===== src/rtl/apb2axi_pkg.sv =====
// Shared AXI-side types for the APB-to-AXI bridge: the completion entry
// handed from response collection to the completion FIFO.
package apb2axi_pkg;

  typedef struct packed {
    logic        is_write;
    logic [3:0]  tag;
    logic [1:0]  resp;
    logic [7:0]  beats;
    logic [31:0] rdata;
  } completion_entry_t;

  localparam int unsigned CPL_W = $bits(completion_entry_t);

endpackage


===== src/rtl/apb2axi_cpl_arbiter.sv =====
// Merges read and write completion streams into one registered push port,
// each source behind its own small FIFO. Optional macro APB2AXI_CPL_ARB_RR_EN
// selects round-robin tie-break; otherwise reads win every tie.
module apb2axi_cpl_arbiter
  import apb2axi_pkg::*;
#(
  parameter int unsigned SRC_DEPTH = 2
) (
  input  logic                           aclk,
  input  logic                           aresetn,
  input  logic                           rd_cpl_vld,
  input  completion_entry_t              rd_cpl_data,
  output logic                           rd_cpl_rdy,
  input  logic                           wr_cpl_vld,
  input  completion_entry_t              wr_cpl_data,
  output logic                           wr_cpl_rdy,
  output logic                           cq_push_vld,
  output completion_entry_t              cq_push_data,
  input  logic                           cq_push_rdy,
  output logic [$clog2(SRC_DEPTH+1)-1:0] rd_occ,
  output logic [$clog2(SRC_DEPTH+1)-1:0] wr_occ
);

  localparam int unsigned PTR_W = $clog2(SRC_DEPTH);
  localparam int unsigned OCC_W = $clog2(SRC_DEPTH + 1);
  localparam bit SRC_RD = 1'b0;
  localparam bit SRC_WR = 1'b1;

  // Index 0 is the read source, index 1 the write source.
  completion_entry_t mem [2][SRC_DEPTH];
  completion_entry_t din [2];
  logic [PTR_W-1:0]  wptr [2];
  logic [PTR_W-1:0]  rptr [2];
  logic [OCC_W-1:0]  occ  [2];
  logic [1:0]        vld_in;
  logic [1:0]        rdy;
  logic [1:0]        not_empty;
  logic [1:0]        push;
  logic [1:0]        pop;
  logic              stage_free;

  assign vld_in      = {wr_cpl_vld, rd_cpl_vld};
  assign din[SRC_RD] = rd_cpl_data;
  assign din[SRC_WR] = wr_cpl_data;
  assign rd_cpl_rdy  = rdy[SRC_RD];
  assign wr_cpl_rdy  = rdy[SRC_WR];
  assign rd_occ      = occ[SRC_RD];
  assign wr_occ      = occ[SRC_WR];

  // Ready depends only on registered occupancy, so a full buffer stays closed even while popped.
  always_comb begin
    rdy       = '0;
    not_empty = '0;
    push      = '0;
    for (int s = 0; s < 2; s++) begin
      rdy[s]       = (occ[s] != OCC_W'(SRC_DEPTH));
      not_empty[s] = (occ[s] != '0);
      push[s]      = vld_in[s] && rdy[s];
    end
  end

`ifdef APB2AXI_CPL_ARB_RR_EN
  typedef enum logic {LAST_RD = 1'b0, LAST_WR = 1'b1} last_grant_e;
  last_grant_e last_q;
  last_grant_e last_d;

  always_ff @(posedge aclk) begin
    if (!aresetn) last_q <= LAST_WR;
    else          last_q <= last_d;
  end
`endif

  // Grant selection: a pop happens only when the output stage can take the entry.
  always_comb begin
    pop        = '0;
    stage_free = !cq_push_vld || cq_push_rdy;
`ifdef APB2AXI_CPL_ARB_RR_EN
    last_d = last_q;
    if (stage_free) begin
      if (not_empty[SRC_RD] && (!not_empty[SRC_WR] || last_q == LAST_WR)) begin
        pop[SRC_RD] = 1'b1;
        last_d      = LAST_RD;
      end else if (not_empty[SRC_WR]) begin
        pop[SRC_WR] = 1'b1;
        last_d      = LAST_WR;
      end
    end
`else
    if (stage_free) begin
      if (not_empty[SRC_RD])      pop[SRC_RD] = 1'b1;
      else if (not_empty[SRC_WR]) pop[SRC_WR] = 1'b1;
    end
`endif
  end

  always_ff @(posedge aclk) begin
    if (!aresetn) begin
      for (int s = 0; s < 2; s++) begin
        wptr[s] <= '0;
        rptr[s] <= '0;
        occ[s]  <= '0;
      end
    end else begin
      for (int s = 0; s < 2; s++) begin
        if (push[s]) wptr[s] <= wptr[s] + PTR_W'(1);
        if (pop[s])  rptr[s] <= rptr[s] + PTR_W'(1);
        occ[s] <= occ[s] + OCC_W'(push[s]) - OCC_W'(pop[s]);
      end
    end
  end

  // Storage carries no reset; validity is tracked by pointers and occupancy.
  always_ff @(posedge aclk) begin
    for (int s = 0; s < 2; s++) begin
      if (push[s]) mem[s][wptr[s]] <= din[s];
    end
  end

  always_ff @(posedge aclk) begin
    if (!aresetn) begin
      cq_push_vld  <= 1'b0;
      cq_push_data <= '0;
    end else if (stage_free) begin
      cq_push_vld <= |pop;
      if (pop[SRC_RD])      cq_push_data <= mem[SRC_RD][rptr[SRC_RD]];
      else if (pop[SRC_WR]) cq_push_data <= mem[SRC_WR][rptr[SRC_WR]];
    end
  end

endmodule


===== config.mk =====
export PLATFORM = sky130hd
export DESIGN_NAME = apb2axi_cpl_arbiter
export DESIGN_NICKNAME = d
export VERILOG_FILES = /design/src/rtl/apb2axi_pkg.sv /design/src/rtl/apb2axi_cpl_arbiter.sv
export SDC_FILE = /design/constraint.sdc
export NUM_CORES = 1
export LEC_CHECK = 0
export CELL_PAD_IN_SITES_DETAIL_PLACEMENT = 1
export CELL_PAD_IN_SITES_GLOBAL_PLACEMENT = 1
export CORE_UTILIZATION = 49
export CTS_BUF_LIST = sky130_fd_sc_hd__clkbuf_8
export DETAILED_ROUTE_END_ITERATION = 10
export GPL_TIMING_DRIVEN = 0
export PLACE_DENSITY = 0.83
export SETUP_SLACK_MARGIN = 0.3
export SYNTH_ARGS = -nofsm -noshare
export SYNTH_HDL_FRONTEND = slang
export SYNTH_SLANG_ARGS = --single-unit

===== constraint.sdc =====
create_clock -name aclk -period 6.2 [get_ports aclk]
set_clock_uncertainty 0.05 [all_clocks]
set_input_delay 1.55 -clock aclk [delete_from_list [all_inputs] [get_ports aclk]]
set_output_delay 1.55 -clock aclk [all_outputs]
set_load 0.005 [all_outputs]

==> results.ini, run 1 <==
[floorplanning]
io_pins = 153
die_x_um = 140
fp.coreArea_um2 = 18700
die_area_um2 = 19600
die_h_um = 140
rows = 50
start_util_pct = 49.8

[critical_path]
path_max_fanout = 10
cp_data_arrival_time_ns = 3.95
crit_type = input port to register
end_kind = register
worst_setup_path_start_kind = input port
worstPathRequired_ns = 6.61

[synthesis]
synth_cell_types = 26
yosysTopAreaCellShare_pct = 61.9
synth_area_um2 = 9320
synthCells = 630
syn_avg_cell_area_um2 = 14.8
synth_area_leaders = edfxtp_1 62%, dfxtp_1 11%, nor2b_1 6.4%, a2111oi_0 4.4%, a221oi_1 4.4%
yosys_warnings = 0
synth_nets = 733
ys_seq_elements = 244
yosysTopAreaCell = edfxtp_1
ys_seq_area_share_pct = 73.0

[grt]
antenna_found_initial = 0
grt-ovfl-total = 0
grt_util_all_layers_pct = 28.5
grt_pass1_vias = 7265
grt_max_degree = 31
grt_pass1_wl_um = 41600

[route]
routed_wl_um = 27900
vias = 6696
drtIter0Drc = 454
wl_met2_um = 14000
drt_pre_antenna_iters = 5
antenna_left = 0
routed-wl-met3_um = 2000
top_layer = met4
met1Wirelength_um = 11100
drc = 0
avgViaCountPerCell = 6.12
wire_per_inst_um = 25.5

[layout]
diodes = 0
drive_above_1_share_pct = 8.26
fillers = 1775
fin_util_pct = 64.0
area_growth_pct = 28.5
nets = 931
regArea_um2 = 6810
multi_input_area_um2 = 2260

[clock_network]
cts_setup_buffers = 0
cts_tree = yes
cts_buffer_depth = 3
cts_buffers = 41
cts_resized = 0
ctsHtreeMaxLevel = 2
clkLatencyLatePin_ns = 0.54
cts_hold_buf = 0
cts-root-buf = clkbuf_8
clk_pin_slew_ns = 0.06
clock_sinks = 244

[placed_design]
place.gp.congestion = 0.833
port_buffers = 151
dp_hpwl_um = 18500

[timing]
rsz0062_at_grt = false
tightestPinTransition_ns = 0.839
period_share_pct = 57.0
final-hold-violation-count = 0
setup_viol = 0
tns_ns = 0
slew_headroom_pct = 43.9
drv_slew = 0
fmax_mhz = 283
fin_crit_ns = 3.53

[worst_hold_path]
hp-class = register to register

[power]
total_power_mw = 5.48
power_density_nw_per_um2 = 458
power_leakage_nw = 4.01
worst_ir_drop_vdd_mv = 0.191

[flow_run]
max_cap_viol_count = 0

[outcome]
outcome = complete, no violations

registers in the layout (all words and copies together) (netlist names):
signal,cells
cq_push_vld,1
occ,4
rptr,2
wptr,2
mem,188
cq_push_data,47
area by class of cell:
class	instances	share of cell area [%]
buffer	57	2.03
clock buffer	47	5.40
clock inverter	28	0.919
inverter	7	0.219
multi-input combinational	322	18.9
sequential	244	56.8
tap	234	2.44
timing repair buffer	155	13.3
final timing paths:
kind	cells past startpoint	slack, ns	startpoint	endpoint
max reg2reg	9	3.48	occ[0][1]	occ[0][1]
min	2	0.44	cq_push_data[25]	cq_push_data[25]
min reg2reg	2	0.44	cq_push_data[25]	cq_push_data[25]
max	11	2.67	cq_push_rdy	occ[0][3]
through the flow:
stage	std cells	setup slack, ns	instance area, um2	hold WS (ns)
detailed placement	1019	2.17	11200	0.424
CTS	1094	2.71	12000	0.438
floorplan	630	2.07	9320	0.421
global placement	1015	0.0869	11100	0.414
global route	1094	2.50	12000	0.458
finish	1094	2.67	12000	0.439
synthesized netlist by cell type:
cell / instances
a31oi_1: 1
and3_1: 2
nand2b_1: 4
nor3_1: 3
o32ai_1: 47
nor2b_1: 95
buf_6: 2
a221oi_1: 47
nand2_1: 51
xor2_1: 2
ha_1: 4
a2111oi_0: 47
buf_1: 5
and2_1: 4
nor2_1: 9
a21oi_1: 1
inv_1: 7
clkbuf_2: 2
edfxtp_1: 192
clkbuf_1: 39
o21ai_0: 1
buf_2: 9
a211o_1: 1
dfxtp_1: 52
a211oi_1: 2
or2_2: 1
cells by family after synthesis:
logic type,count (synthesis),synth area share [%]
buffers and inverters,64,2.89
AND/OR/NAND/NOR,169,9.69
adder cells (fa/ha/maj),4,0.537
flip-flops,244,73.0
AO/OA/AOI/OAI,147,13.7
XOR/XNOR,2,0.188
power by group:
group	leakage, nW	internal, mW	switching [mW]
logic	1.32	0.767	1.07
clock network	0.465	0.689	0.635
registers	2.23	2.14	0.178
total	4.01	3.60	1.88
cells in the final DEF (no fill, tap or decap), types with 7 or more instances in the layout:
cell type / n
clkbuf_1: 39
a221oi_1: 47
inv_1: 29
dfxtp_1: 52
edfxtp_1: 192
clkbuf_8: 47
o32ai_1: 47
a2111oi_0: 47
nor2_1: 7
buf_2: 9
nor2b_1: 95
nand2_1: 51
clkdlybuf4s50_1: 151
critical path, stage by stage:
cell and delay [ns]:
clkdlybuf4s50_1 0.42, nor2b_1 0.12, clkbuf_2 0.23, clkbuf_1 0.45
nor3_1 0.16, ha_1 0.32, inv_1 0.05, ha_1 0.18
xor2_1 0.16, and2_1 0.17, nor3_1 0.12
per-layer routing:
metal	up-vias	GRT usage, %
met3	58	5.57
met4	0	10.9
met2	349	49.3
met5	-	0
li1	2904	-
met1	3385	35.5
No activity file was read; power rests on OpenSTA's default activity.
==> inputs of run 2 (changes only) <==
Settings changed: CORE_UTILIZATION 49 to 45, PLACE_DENSITY 0.83 to 0.77.
Clock period 6.2 ns to 3.6 ns, I/O delays scaled along.
==> run 2 against run 1 <==
  * Critical path depth stayed put
  * Total power grew 70%
  * Setup slack worse by 1.9 ns
  * Non-clock buffer count unchanged
  * Wire length decreased by 4.4%
  * Combinational power rose by 70%
  * Largest power group unchanged
  * Register-to-register slack worse by 2.3 ns
  * Die area increased by 8.8%
==> results.ini, run 2 (synthesis gave the netlist of run 1 again) <==
[outcome]
outcome = complete, no violations

[layout]
final_common_cell = edfxtp_1
final_cell_mix = 192 x edfxtp_1, 151 x clkdlybuf4s50_1, 95 x nor2b_1, 52 x dfxtp_1, 51 x nand2_1
diodes = 0
finalInstanceArea_um2 = 12000
nets = 930
largest_reg_flops = 188
drive_above_1_share_pct = 8.42
area_growth_pct = 28.8

[timing]
fin_crit_ns = 2.80
slew_headroom_pct = 46.4
setup_viol = 0
fmax_mhz = 357
final-hold-violation-count = 0
drv_slew = 0
setup_ws_ns = 0.801
rsz0062_at_grt = false
period_share_pct = 77.8
tightestPinTransition_ns = 0.802
tns_ns = 0

[clock_network]
cts-root-buf = clkbuf_8
cts_resized = 0
clock_sinks = 244
cts_setup_buffers = 0
cts_buffer_depth = 3
cts_buffers = 40
clk_pin_slew_ns = 0.06
clkLatencyLatePin_ns = 0.53
ctsHtreeMaxLevel = 2
cts_tree = yes
cts_hold_buf = 0

[critical_path]
end_kind = register
max_stage_delay_ns = 0.42
crit_chain = clkdlybuf4s50_1, nor2b_1, clkbuf_2, clkbuf_1, nor3_1, ha_1, inv_1, ha_1, xor2_1, nor2_1, nor3_1
crit_type = input port to register
path_max_fanout = 10
worstPathRequired_ns = 4.00
cp_data_arrival_time_ns = 3.20
worst_setup_path_start_kind = input port
cp_slowest_cell = clkdlybuf4s50_1

[route]
avgViaCountPerCell = 5.80
drtIter0Drc = 489
routed_wl_um = 26700
antenna_left = 0
wire_per_inst_um = 23.7
drt_pre_antenna_iters = 4
drc = 0
vias = 6524

[grt]
grt_pass1_wl_um = 40000
grt_max_degree = 31
grt_util_all_layers_pct = 25.0
grt-ovfl-total = 0
grt_pass1_vias = 7046
antenna_found_initial = 0

[floorplanning]
die_h_um = 146
die_x_um = 146
rows = 52
die_area_um2 = 21300
fp.coreArea_um2 = 20300
start_util_pct = 45.9
io_pins = 153

[power]
power_density_nw_per_um2 = 779
power_leakage_nw = 3.98
worst_ir_drop_vdd_mv = 0.403

[worst_hold_path]
hp-class = register to register

[placed_design]
dp_hpwl_um = 18100
placed_area_um2 = 11300
port_buffers = 151
place.gp.congestion = 0.807
dp_slack_ns = 0.251

[flow_run]
max_cap_viol_count = 0

run 2: cell count changes in the layout (fill, tap and decap cells not counted):
cell	before	now
clkinv_2	1	3
clkinvlp_4	1	0
clkinv_1	4	5
inv_1	29	22
run 2: area by class of cell:
| class | instances | area (um2) |
|---|---|---|
| plain buffers | 57 | 243 |
| clock buffers | 47 | 647 |
| clock inverters | 23 | 90.1 |
| fillers | 1948 | 8290 |
| inverters | 7 | 26.3 |
| multi-input cells | 322 | 2260 |
| flip-flops and latches | 244 | 6810 |
| well taps | 270 | 338 |
| repair buffers | 155 | 1590 |
run 2: final timing paths:
path / startpoint / end / slack (ns) / depth (start not counted)
worst max-delay path: cq_push_rdy / occ[0][3] / 0.80 / 11
worst min-delay path: cq_push_data[27] / cq_push_data[27] / 0.44 / 2
worst max register to register: occ[0][1] / occ[0][1] / 1.18 / 9
worst min register to register: cq_push_data[27] / cq_push_data[27] / 0.44 / 2
run 2: critical path: cells and delay by family:
kind	cells	cell delay, ns
XOR/XNOR	1	0.21
buffers and inverters	4	1.10
AND/OR/NAND/NOR	4	0.53
adder cells (fa/ha/maj)	2	0.45
run 2: routing by layer:
metal  share of wire, %  up-vias  track usage (%)
li1                   -     2908                -
met1                 42     3294             32.9
met2                 49      268             42.1
met3                6.6       54             4.08
met4                2.2        0             8.16
met5                  0        -                0
run 2: metrics by stage:
stage / util [%] / total power, mW / instances / hold slack (ns)
finish: 59.1 / 9.35 / 1125 / 0.438
global route: 59.1 / 9.77 / 1125 / 0.448
CTS: 59.1 / 9.38 / 1125 / 0.438
detailed placement: 55.5 / 7.15 / 1055 / 0.423
global placement: 55.1 / 6.94 / 1051 / 0.417
floorplan: - / 5.54 / 630 / 0.421
run 2: power breakdown:
group / internal [mW] / leakage (nW) / switching (mW)
registers: 3.69 / 2.23 / 0.296
clock network: 1.18 / 0.437 / 1.06
logic: 1.32 / 1.32 / 1.80
==> inputs of run 3 (changes only) <==
Clock period 3.6 ns to 2.7 ns, I/O delays scaled along.
==> run 3 against run 2 <==
  * Wire length rose by 0.50%
  * Flip-flop and latch count is the same
  * Design area is 0.66% higher
  * Utilization is 0.39 points higher
  * Non-clock buffer count is the same
  * Critical path depth decreased by 9
  * Register-to-register slack got worse by 0.71 ns
  * Total power is 35% higher
  * Critical path type is now register to output pin
  * Largest cell class unchanged
==> results.ini, run 3 (synthesis gave the netlist of run 1 again) <==
[outcome]
outcome = complete, no violations

[clock_network]
cts_buffer_depth = 3
cts_tree = yes
cts_setup_buffers = 0
ctsHtreeMaxLevel = 2
cts-root-buf = clkbuf_8
clkLatencyLatePin_ns = 0.54
clk_pin_slew_ns = 0.06
cts_buffers = 42
clock_sinks = 244

[critical_path]
end_kind = output pin
worstPathRequired_ns = 1.98
rrSetupSlack_ns = 0.47
path_max_fanout = 5
crit_type = register to output pin
r2r-end = occ[0][3]
r2r_cells = 9
reg2reg_from = occ[0][1]
worst_setup_path_start_kind = register
cp_data_arrival_time_ns = 1.58

[worst_hold_path]
hold_depth = 2
hp-start = cq_push_data[32]
hp-class = register to register
hold-path-endpoint = cq_push_data[32]

[grt]
use_met3_pct = 4.73
grt_pass1_wl_um = 40700
grt_max_degree = 27
antenna_found_initial = 0
grt_pass1_vias = 7041
gr-usage-met2_pct = 43.0
grt_util_all_layers_pct = 25.4
grt_use_met1_pct = 32.7
grt-ovfl-total = 0
grt-busiest-layer = met2

[timing]
setup_ws_ns = 0.395
setup_viol = 0
fin_crit_ns = 2.30
slew_headroom_pct = 40.8
tns_ns = 0
fmax_mhz = 434
rsz0062_at_grt = true
final-hold-violation-count = 0
drv_slew = 0
holdWs_ns = 0.434
tightestPinTransition_ns = 0.886
period_share_pct = 85.4

[floorplanning]
rows = 52
die_x_um = 146
die_h_um = 146
io_pins = 153
fp.coreArea_um2 = 20300
die_area_um2 = 21300
start_util_pct = 45.9

[layout]
nets = 932
drive_above_1_share_pct = 9.63
instances_no_fill = 1132
largest_reg_flops = 188
fillers = 1978
area_growth_pct = 29.6
final_cell_mix = 192 x edfxtp_1, 151 x clkdlybuf4s50_1, 95 x nor2b_1, 51 x nand2_1
diodes = 0
final_common_cell = edfxtp_1

[route]
wire_per_inst_um = 23.7
vias = 6539
avgViaCountPerCell = 5.78
antenna_left = 0
drt_pre_antenna_iters = 4
drc = 0
drtIter0Drc = 389
routed_wl_um = 26800

[power]
power_density_nw_per_um2 = 1040
p_switching_mw = 4.26
p_clk_share_pct = 25.0
p_int_mw = 8.37
power_leakage_nw = 4.02
pwr-share-comb_pct = 32.7
p_sw_share_pct = 33.7
seqPwrFrac_pct = 42.3
worst_ir_drop_vdd_mv = 0.478

[flow_run]
max_cap_viol_count = 0

[placed_design]
dp_slack_ns = -0.402
port_buffers = 151
place.gp.congestion = 0.814
placed_cells = 1055
dp_hpwl_um = 17900

## run 3: final cells by class
| type | count | area [um2] | share of cell area (%) |
|---|---|---|---|
| Sequential cell | 244 | 6810 | 56.3 |
| Multi-Input combinational cell | 322 | 2270 | 18.8 |
| Timing Repair Buffer | 155 | 1590 | 13.2 |
| Clock buffer | 50 | 688 | 5.69 |
| Tap cell | 270 | 338 | 2.80 |
| Buffer | 57 | 251 | 2.08 |
| Clock inverter | 27 | 109 | 0.901 |
| Inverter | 7 | 26.3 | 0.217 |
## run 3: metrics by stage
step | utilization [%] | instance area [um2] | total power, mW
2_1_floorplan | - | 9340 | 7.39
3_3_place_gp | 55.1 | 11200 | 9.22
3_5_place_dp | 55.5 | 11300 | 9.50
4_1_cts | 59.5 | 12100 | 12.7
5_1_grt | 59.5 | 12100 | 13.2
6_report | 59.5 | 12100 | 12.6
## run 3: layer usage
| layer | wire (um) | share of wire, % | up-vias |
|---|---|---|---|
| li1 | - | - | 2910 |
| met1 | 11400 | 43 | 3328 |
| met2 | 13200 | 49 | 242 |
| met3 | 1490 | 5.6 | 59 |
| met4 | 704 | 2.6 | 0 |
| met5 | 0 | 0 | - |
## run 3: power by group through the flow
| stage | logic (mW) | clock network [mW] | registers, mW |
|---|---|---|---|
| after floorplan | 2.10 | 0 | 5.29 |
| after global placement | 3.85 | 0 | 5.37 |
| after detailed placement | 4.10 | 0 | 5.40 |
| after CTS | 4.14 | 3.22 | 5.34 |
| after global routing | 4.45 | 3.37 | 5.40 |
| final | 4.13 | 3.16 | 5.34 |
## run 3: how the worst max path moves through the flow
stage                            from           to  slack [ns]  cells past startpoint
after detailed placement  cq_push_rdy    occ[0][3]       -0.40                     11
after global placement     wr_cpl_vld  mem[0][140]       -0.88                      2
after CTS                 cq_push_rdy    occ[0][3]        0.29                     11
after floorplan            rd_cpl_vld    mem[0][0]        0.39                      1
final                       occ[0][0]   rd_cpl_rdy        0.40                      2
after global routing      cq_push_rdy    occ[0][3]        0.29                     11
## run 3: critical path: stages (launching register included)
cell and delay, ns:
dfxtp_2 0.37, nand2b_1 0.16, clkdlybuf4s50_1 0.52
## run 3: timing repair
action / 4_1_cts / 5_1_grt
hold buffers: 0 / 0
resized for setup: 2 / 10
endpoints found under the setup margin: 2 / 5
